`src/rtl/imem_ctrl.sv`:
```
`timescale 1ns / 1ps
// Instruction memory controller. It assembles a byte-stream image into
// 32-bit words, writes them into a synchronous-read memory, and then serves
// core instruction fetches with 1-cycle latency until a reload is requested.
module imem_ctrl #(
   parameter int unsigned REG_SIZE       = 32,
   parameter int unsigned MEM_SIZE_IN_KB = 1,
   parameter int unsigned NO_OF_WORDS    = MEM_SIZE_IN_KB * 1024 / 4,
   localparam int unsigned AW            = $clog2(NO_OF_WORDS)
) (
   input  logic                clk,
   input  logic                rst_n,
   // Loader byte stream
   input  logic                ld_valid_i,
   input  logic [7:0]          ld_byte_i,
   input  logic                ld_last_i,
   output logic                ld_ready_o,
   input  logic                reload_i,
   // Core fetch port
   input  logic                fetch_req_i,
   input  logic [REG_SIZE-1:0] fetch_addr_i,
   output logic                fetch_gnt_o,
   output logic                fetch_rvalid_o,
   output logic [REG_SIZE-1:0] fetch_rdata_o,
   output logic                fetch_misalign_o,
   // Status
   output logic                core_en_o,
   output logic                ld_err_o,
   output logic [AW:0]         ld_words_o,
   // Memory port
   output logic                mem_we_o,
   output logic [AW-1:0]       mem_addr_o,
   output logic [REG_SIZE-1:0] mem_wdata_o,
   input  logic [REG_SIZE-1:0] mem_rdata_i
);

   typedef enum logic [1:0] {StLoad, StWrite, StRun, StDrain} state_e;

   localparam logic [AW:0] FullPtr = (AW + 1)'(NO_OF_WORDS);

   state_e              state_q, state_d;
   logic [AW:0]         ptr_q, ptr_d;
   logic [1:0]          cnt_q, cnt_d;
   logic [REG_SIZE-1:0] asm_q, asm_d;
   logic                last_q, last_d;
   logic                err_q, err_d;
   logic [AW:0]         words_q, words_d;
   logic                pend_q, pend_d;
   logic                mis_q, mis_d;
   logic [REG_SIZE-1:0] rdata_q, rdata_d;

   logic byte_acc;
   logic ptr_full;
   logic gnt;

   // Only the word-index bits of the fetch address matter; the rest wrap.
   logic unused_addr_bits;
   assign unused_addr_bits = ^fetch_addr_i[REG_SIZE-1:AW+2];

   assign byte_acc = (state_q == StLoad) && ld_valid_i;
   assign ptr_full = (ptr_q == FullPtr);

   // State register
   always_ff @(posedge clk or negedge rst_n) begin
      if (!rst_n) begin
         state_q <= StLoad;
      end else begin
         state_q <= state_d;
      end
   end

   // Next-state logic
   always_comb begin
      state_d = state_q;
      unique case (state_q)
         StLoad: begin
            if (byte_acc && ((cnt_q == 2'd3) || ld_last_i)) state_d = StWrite;
         end
         StWrite: state_d = last_q ? StRun : StLoad;
         StRun: begin
            if (reload_i) state_d = pend_q ? StDrain : StLoad;
         end
         StDrain: begin
            if (!pend_q) state_d = StLoad;
         end
         default: state_d = StLoad;
      endcase
   end

   // Output decode; memory port is shared between image writes and fetches
   always_comb begin
      ld_ready_o       = (state_q == StLoad);
      core_en_o        = (state_q == StRun);
      gnt              = (state_q == StRun) && !reload_i && fetch_req_i;
      fetch_gnt_o      = gnt;
      fetch_rvalid_o   = pend_q;
      fetch_rdata_o    = pend_q ? mem_rdata_i : rdata_q;
      fetch_misalign_o = mis_q;
      ld_err_o         = err_q;
      ld_words_o       = words_q;
      mem_we_o         = 1'b0;
      mem_addr_o       = '0;
      mem_wdata_o      = '0;
      if (state_q == StWrite) begin
         mem_we_o    = !ptr_full;
         mem_addr_o  = ptr_q[AW-1:0];
         mem_wdata_o = asm_q;
      end else if (gnt) begin
         mem_addr_o = fetch_addr_i[AW+1:2];
      end
   end

   // Datapath next-state: word assembly, pointer, status and fetch return
   always_comb begin
      ptr_d   = ptr_q;
      cnt_d   = cnt_q;
      asm_d   = asm_q;
      last_d  = last_q;
      err_d   = err_q;
      words_d = words_q;
      pend_d  = gnt;
      mis_d   = gnt ? (fetch_addr_i[1:0] != 2'b00) : mis_q;
      rdata_d = pend_q ? mem_rdata_i : rdata_q;

      if (byte_acc) begin
         asm_d = asm_q | (REG_SIZE'(ld_byte_i) << {cnt_q, 3'b000});
         cnt_d = cnt_q + 2'd1;
         if (ld_last_i) last_d = 1'b1;
      end

      if (state_q == StWrite) begin
         asm_d  = '0;
         cnt_d  = '0;
         last_d = 1'b0;
         // On overflow the pointer saturates so ld_words_o reports capacity
         if (ptr_full) begin
            err_d = 1'b1;
         end else begin
            ptr_d = ptr_q + 1'b1;
         end
         if (last_q) words_d = ptr_d;
      end

      // Returning to load mode starts a fresh image
      if ((state_q == StRun || state_q == StDrain) && state_d == StLoad) begin
         ptr_d  = '0;
         cnt_d  = '0;
         asm_d  = '0;
         last_d = 1'b0;
         err_d  = 1'b0;
      end
   end

   // Datapath registers
   always_ff @(posedge clk or negedge rst_n) begin
      if (!rst_n) begin
         ptr_q   <= '0;
         cnt_q   <= '0;
         asm_q   <= '0;
         last_q  <= 1'b0;
         err_q   <= 1'b0;
         words_q <= '0;
         pend_q  <= 1'b0;
         mis_q   <= 1'b0;
         rdata_q <= '0;
      end else begin
         ptr_q   <= ptr_d;
         cnt_q   <= cnt_d;
         asm_q   <= asm_d;
         last_q  <= last_d;
         err_q   <= err_d;
         words_q <= words_d;
         pend_q  <= pend_d;
         mis_q   <= mis_d;
         rdata_q <= rdata_d;
      end
   end

endmodule
```
`config.mk`:
```
export PLATFORM = sky130hd
export DESIGN_NAME = imem_ctrl
export DESIGN_NICKNAME = d
export VERILOG_FILES = /design/src/rtl/imem_ctrl.sv
export SDC_FILE = /design/constraint.sdc
export NUM_CORES = 1
export LEC_CHECK = 0
export ABC_AREA = 1
export BUFFER_PORTS_ARGS = -buffer_cell sky130_fd_sc_hd__clkbuf_2
export CAP_MARGIN = 20
export CORE_MARGIN = 3
export CORE_UTILIZATION = 44
export CTS_CLUSTER_SIZE = 12
export DETAILED_ROUTE_END_ITERATION = 10
export MAX_ROUTING_LAYER = met4
export PLACE_DENSITY = 0.83
export SLEW_MARGIN = 5
export SYNTH_ARGS = -nofsm -noshare
export SYNTH_HDL_FRONTEND = slang
export SYNTH_SLANG_ARGS = --single-unit
export TNS_END_PERCENT = 5
```
`constraint.sdc`:
```
create_clock -name clk -period 1.35 [get_ports clk]
set_clock_uncertainty 0.2 [all_clocks]
set_input_delay 0.135 -clock clk [delete_from_list [all_inputs] [get_ports clk]]
set_output_delay 0.135 -clock clk [all_outputs]
set_load 0.005 [all_outputs]
```
[After elaboration in Yosys (flattened, before gate mapping)]
Cells that the tools add are included.
Storage, ports and cells
  bits of input ports: 78
  register bits after elaboration: 90
  output and inout port bits: 88
Cells by class
  bitwise gates (word level): 1
  mux-type cells: 27
  shifts and indexed selects: 1
  add/subtract/negate cells: 2
  reduce and logical (&&, ||, !) cells: 19
  eq/ne operators: 5
Operator list (number)
  $mux W32: 5
  $or A32 B32 Y32: 1
  $shl A8 B5 Y32: 1
  $mux W9: 3
  $mux W2: 8
  $mux W8: 2
  $add A9 B1 Y9 const B: 1
  $eq A9 B9 Y1 const B: 1
  $mux W1: 8
  $pmux W2 S4: 1
  $eq A2 B2 Y1 const B: 3
  $reduce_and A2 Y1: 3
  $reduce_bool A2 Y1: 3
  $reduce_bool A3 Y1: 2
  $logic_and A1 B1 Y1: 5
  $logic_not A2 Y1: 2
  $add A2 B1 Y2 const B: 1
  $eq A2 B1 Y1 const B: 1
  $logic_not A1 Y1: 2
  $logic_or A1 B1 Y1: 2

[Longest topological paths before layout]
  depth after elaboration: 9
  mapped depth: 8

[Least setup slack after synthesis]
No wires, ideal clock.
  path type: register to register
  start point: register ptr_q[0]
  end point: register ptr_q[2]
  cell stages (with the launch flop): 8
  slack: -0.097 ns
  clock period less this slack: 1.447 ns
  data required time: 1.024 ns
  arrival: 1.120 ns
  cell sequence: dfrtp_1 > inv_1 > ha_1 > nand2_1 > nor2_1 > nand2_1 > nand2_1 > o21ai_0
Between the ends
  word-level cells in the longest chain between the ends: 4
  elaborated cells between the ends (all ways): 5
  those cells by class: add/sub: 1; eq/ne: 1; mux: 3
Ends and longest elaborated chain
  start, declared: RTL line 42  | logic [AW:0] ptr_q, ptr_d;
  start signal, assigned: RTL line 167  | ptr_q <= ptr_d;
  $add A9 B1 Y9 or $eq A9 B9 Y1 (tied branches): RTL line 139, 61
  $mux W9 (*): RTL line 136  | if (ptr_full) begin
  $mux W9 (*): RTL line 131  | if (state_q == StWrite) begin
  $mux W9 (*): RTL line 145  | if ((state_q == StRun || state_q == StDrain) && state_d == StLoad) begin
Every way passes the cells marked *; elsewhere a longest branch is shown, timed or not. The select of a mux whose other input is x is not followed.
A chain may end at the register's enable or synchronous reset.

[Final worst setup path]
  start point: register state_q[0]
  end point: output port mem_addr_o[4]
Between the ends
  word-level cells in the longest chain between the ends: 5
  elaborated cells between the ends (all ways): 6
  those cells by class: eq/ne: 2; mux: 2; reduce/logical: 2
Ends and longest elaborated chain
  start, declared: RTL line 41  | state_e state_q, state_d;
  start signal, assigned: RTL line 66  | state_q <= StLoad;
  start signal, assigned: RTL line 68  | state_q <= state_d;
  $eq A2 B2 Y1: RTL line 94  | gnt = (state_q == StRun) && !reload_i && fetch_req_i;
  $logic_and A1 B1 Y1 (2 in series): RTL line 94
  $mux W8: RTL line 108  | end else if (gnt) begin
  $mux W8 (*): RTL line 104  | if (state_q == StWrite) begin
  end, declared: RTL line 32  | output logic [AW-1:0] mem_addr_o,
Every way passes the cells marked *; elsewhere a longest branch is shown, timed or not.

==> impl_results.md <==
- Outcome: complete, but fails checks
- Failing checks: negative hold slack, negative setup slack
- GRT Residual Overflow: 0
- IO buf count: 143
- Final Hold Slack: -0.1885 ns
- Leak Pwr: 0.003271 uW
- Worst-path clk slew: 0.10 ns
- Syn avg cell area: 8.094 um^2
- Clock power share: 0.137
- Final worst-path cycle share: 1.372
- Avg WL per Cell: 13.59 um
- Die X: 103.8 um
- First DRT Iteration DRCs: 326
- Critical path type: register to primary output
- Global-route wire length before repair: 19,840 um
- WHS Path Cells: 3
- Tmin final: 1.852 ns
- Synthesized flop and latch total: 90
- Fin. max-slew vios: 0
- Post-Syn Nets: 601
- Die Height: 103.8 um
- Worst path slowest cell: dfrtp_2
- Vias in the first global route: 4,152
- WP depth: 7
- DP Area: 5540 um^2
- Commonest non-fill, non-tap cell in the layout: nand2_1
- Clock sinks: 90
- Internal Power: 7317 uW
- Post-route DRC: 0
- R2R Setup Slk: -0.36 ns
- Core Footprint: 9284 um^2
- Placed Cells incl. Taps: 834
- Hold crit path type: input pin to register
- Starting Density: 0.4534
- Most frequent cells in the layout: nand2_1 (163), clkbuf_2 (133), dfrtp_1 (89), inv_1 (59), buf_4 (54)
- Unique masters post-synth: 22
- Post-CTS Hold Fix Bufs: 18
- Maxcap violations: 0
- Clk root buf: clkbuf_8
- Total Routing Usage GR: 0.2278
- Share of total power in combinational logic: 0.500
- CP top delay family: flip-flops
- Worst rel slew slack: 0.8170
- Yosys warning total: 0
- Antenna viol nets, final: 0
- Share of power burned in registers: 0.363
- RSZ-0062 raised after global routing: true
- Data required, critical path: 1.01 ns
- Routability Congestion: 0.9002
- Top-Level Pins: 166
- CTS tree: built
- Worst-margin pin slew: 0.2742 ns
- Die area: 10,780 um^2
- 1st-pass router iterations: 5
- CP startpoint kind: register
- CP endpoint kind: primary output
- Non-filler instance count after layout: 876
- Final Hold Vio Count: 27
- Final WS setup: -0.5020 ns
- Register area share after synthesis: 0.5351
- Worst stage delay on the critical path: 0.46 ns
- Layout cell share with drive strength beyond 1: 0.4177
- Rows: 35
- # setup viols final: 132
- R2R depth: 7
- Detailed Place HPWL: 7994 um
- Drt total wl: 11,900 um
- Max Freq: 540.0 MHz
- Synthesized instance count: 520
- Ant diodes: 0
- NetSw: 4613 uW
- Crit-path max FO: 5
- P&R area growth vs syn: 46.73%
- Worst EP arrival: 1.52 ns
- Final Cell Area: 6176 um^2
- Post-synthesis cell area: 4209 um^2
- Worst skew pair latency: 0.35 ns
- Buffer and inverter count on the worst path: 2
- Vias per inst: 4.757
- Num CTS Buffers: 9
- Routed via count: 4,167
- Antenna violations before repair: 0
- Filler cell count: 738
- Clock buffer depth: 2
- VDD IR max: 788.8 uV
- H-tree Lvls: 3
- # nets final: 823
- Power Density: 1932 nW/um^2
- Sw Share: 0.3866
- Largest net degree at the start of global routing: 48
- CP most frequent cell: nor2_4
- Critical path cell sequence: nor2_4 -> nand2_4 -> nor2_4 -> buf_6 -> nand2_1 -> o21ai_1 -> buf_2
-- state kept, by name, summed over array words and instances (netlist names) --
name              cells
fetch_rvalid_o        1
last_q                1
ptr_q                 9
cnt_q                 2
state_q               2
rdata_q              32
fetch_misalign_o      1
ld_words_o            9
ld_err_o              1
asm_q                32
-- final timing paths --
path / startpoint / endpoint
setup / recovery: state_q[0]$_DFF_PN0_ / mem_addr_o[4]
hold / removal: mem_rdata_i[26] / rdata_q[26]$_DFF_PN0_
setup reg to reg: state_q[0]$_DFF_PN0_ / asm_q[8]$_DFFE_PN0P_
hold reg to reg: rdata_q[13]$_DFF_PN0_ / rdata_q[13]$_DFF_PN0_
max in group asynchronous: rst_n / ld_words_o[6]$_DFFE_PN0P_
min in group asynchronous: rst_n / rdata_q[13]$_DFF_PN0_
-- stage by stage --
stage | utilization | total power [uW] | setup TNS [ns] | hold WS (ns) | worst slack, ns
final | 0.6652 | 11930 | -43.96 | -0.1885 | -0.5020
after detailed placement | 0.5968 | 9748 | -10.98 | -0.06203 | -0.2264
after CTS | 0.6482 | 11640 | -42.61 | -0.1972 | -0.4863
after floorplan | - | 6997 | -5.978 | -0.3606 | -0.08729
after global placement | 0.5968 | 9513 | -7.319 | -0.06774 | -0.1360
after global routing | 0.6652 | 12850 | -53.69 | -0.1758 | -0.5952
-- cell usage after synthesis --
| library cell | count | area (um^2) |
|---|---|---|
| a21oi_2 | 5 | 43.79 |
| inv_2 | 2 | 7.510 |
| buf_6 | 10 | 112.6 |
| nor2_1 | 52 | 195.2 |
| nor2_8 | 1 | 20.02 |
| buf_2 | 3 | 15.01 |
| nand3_1 | 21 | 105.1 |
| o21ai_1 | 7 | 35.03 |
| inv_1 | 63 | 236.5 |
| a21oi_1 | 29 | 145.1 |
| nand2_4 | 3 | 33.78 |
| o21ai_0 | 16 | 80.08 |
| clkbuf_1 | 7 | 26.28 |
| xor2_1 | 3 | 26.28 |
| nand2_1 | 196 | 735.7 |
| nor2_4 | 4 | 45.04 |
| o21bai_1 | 1 | 7.510 |
| nand4_1 | 2 | 12.51 |
| o211ai_4 | 1 | 21.27 |
| dfrtp_1 | 90 | 2252 |
| buf_8 | 1 | 15.01 |
| ha_1 | 3 | 37.54 |
-- cell families after synthesis --
family | synth area share
and+or+nand+nor | 0.2726
adders and majority gates | 0.008919
AOI/OAI and AO/OA | 0.07907
xor gates and xnor gates | 0.006244
buffers and inverters | 0.09810
DFF | 0.5351
-- worst register-to-register path, stage by stage, from the launching register on --
cell     delay (ns)
dfrtp_2        0.46
buf_4          0.17
nand2_8        0.14
buf_6          0.13
buf_6          0.12
nand2_4        0.07
buf_12         0.18
a21oi_1        0.16
-- timing repair --
action                     4_1_cts  5_1_grt
gates resized for setup         39       62
pin swaps                        4        8
setup buffers                    6        2
hold endpoints to repair       157       27
setup endpoints to repair      134      138
-- power by group through the flow --
stage	Sequential [uW]	Combinational, uW	Clock, uW
floorplan	4330	2670	0
global placement	4320	5190	0
detailed placement	4380	5370	0
CTS	4330	5620	1690
global route	4450	6600	1800
finish	4330	5960	1630
-- metal layers --
layer	GRT usage	vias to the layer above	wire length, um
met5	-	-	0
met4	0.07123	0	182
met3	0.04237	18	671
met2	0.3663	162	5766
met1	0.2944	1956	5284
li1	-	2031	-
-- cell type report --
class | instances | area, um^2 | area share
sequential | 90 | 2253 | 0.3649
multi-input combinational | 344 | 1750 | 0.2834
timing repair buffer | 232 | 1587 | 0.2569
inverter | 65 | 254.0 | 0.04113
tap | 129 | 161.4 | 0.02613
clock buffer | 11 | 131.4 | 0.02127
clock inverter | 5 | 38.79 | 0.006280
(Power assumes the default switching activity.)
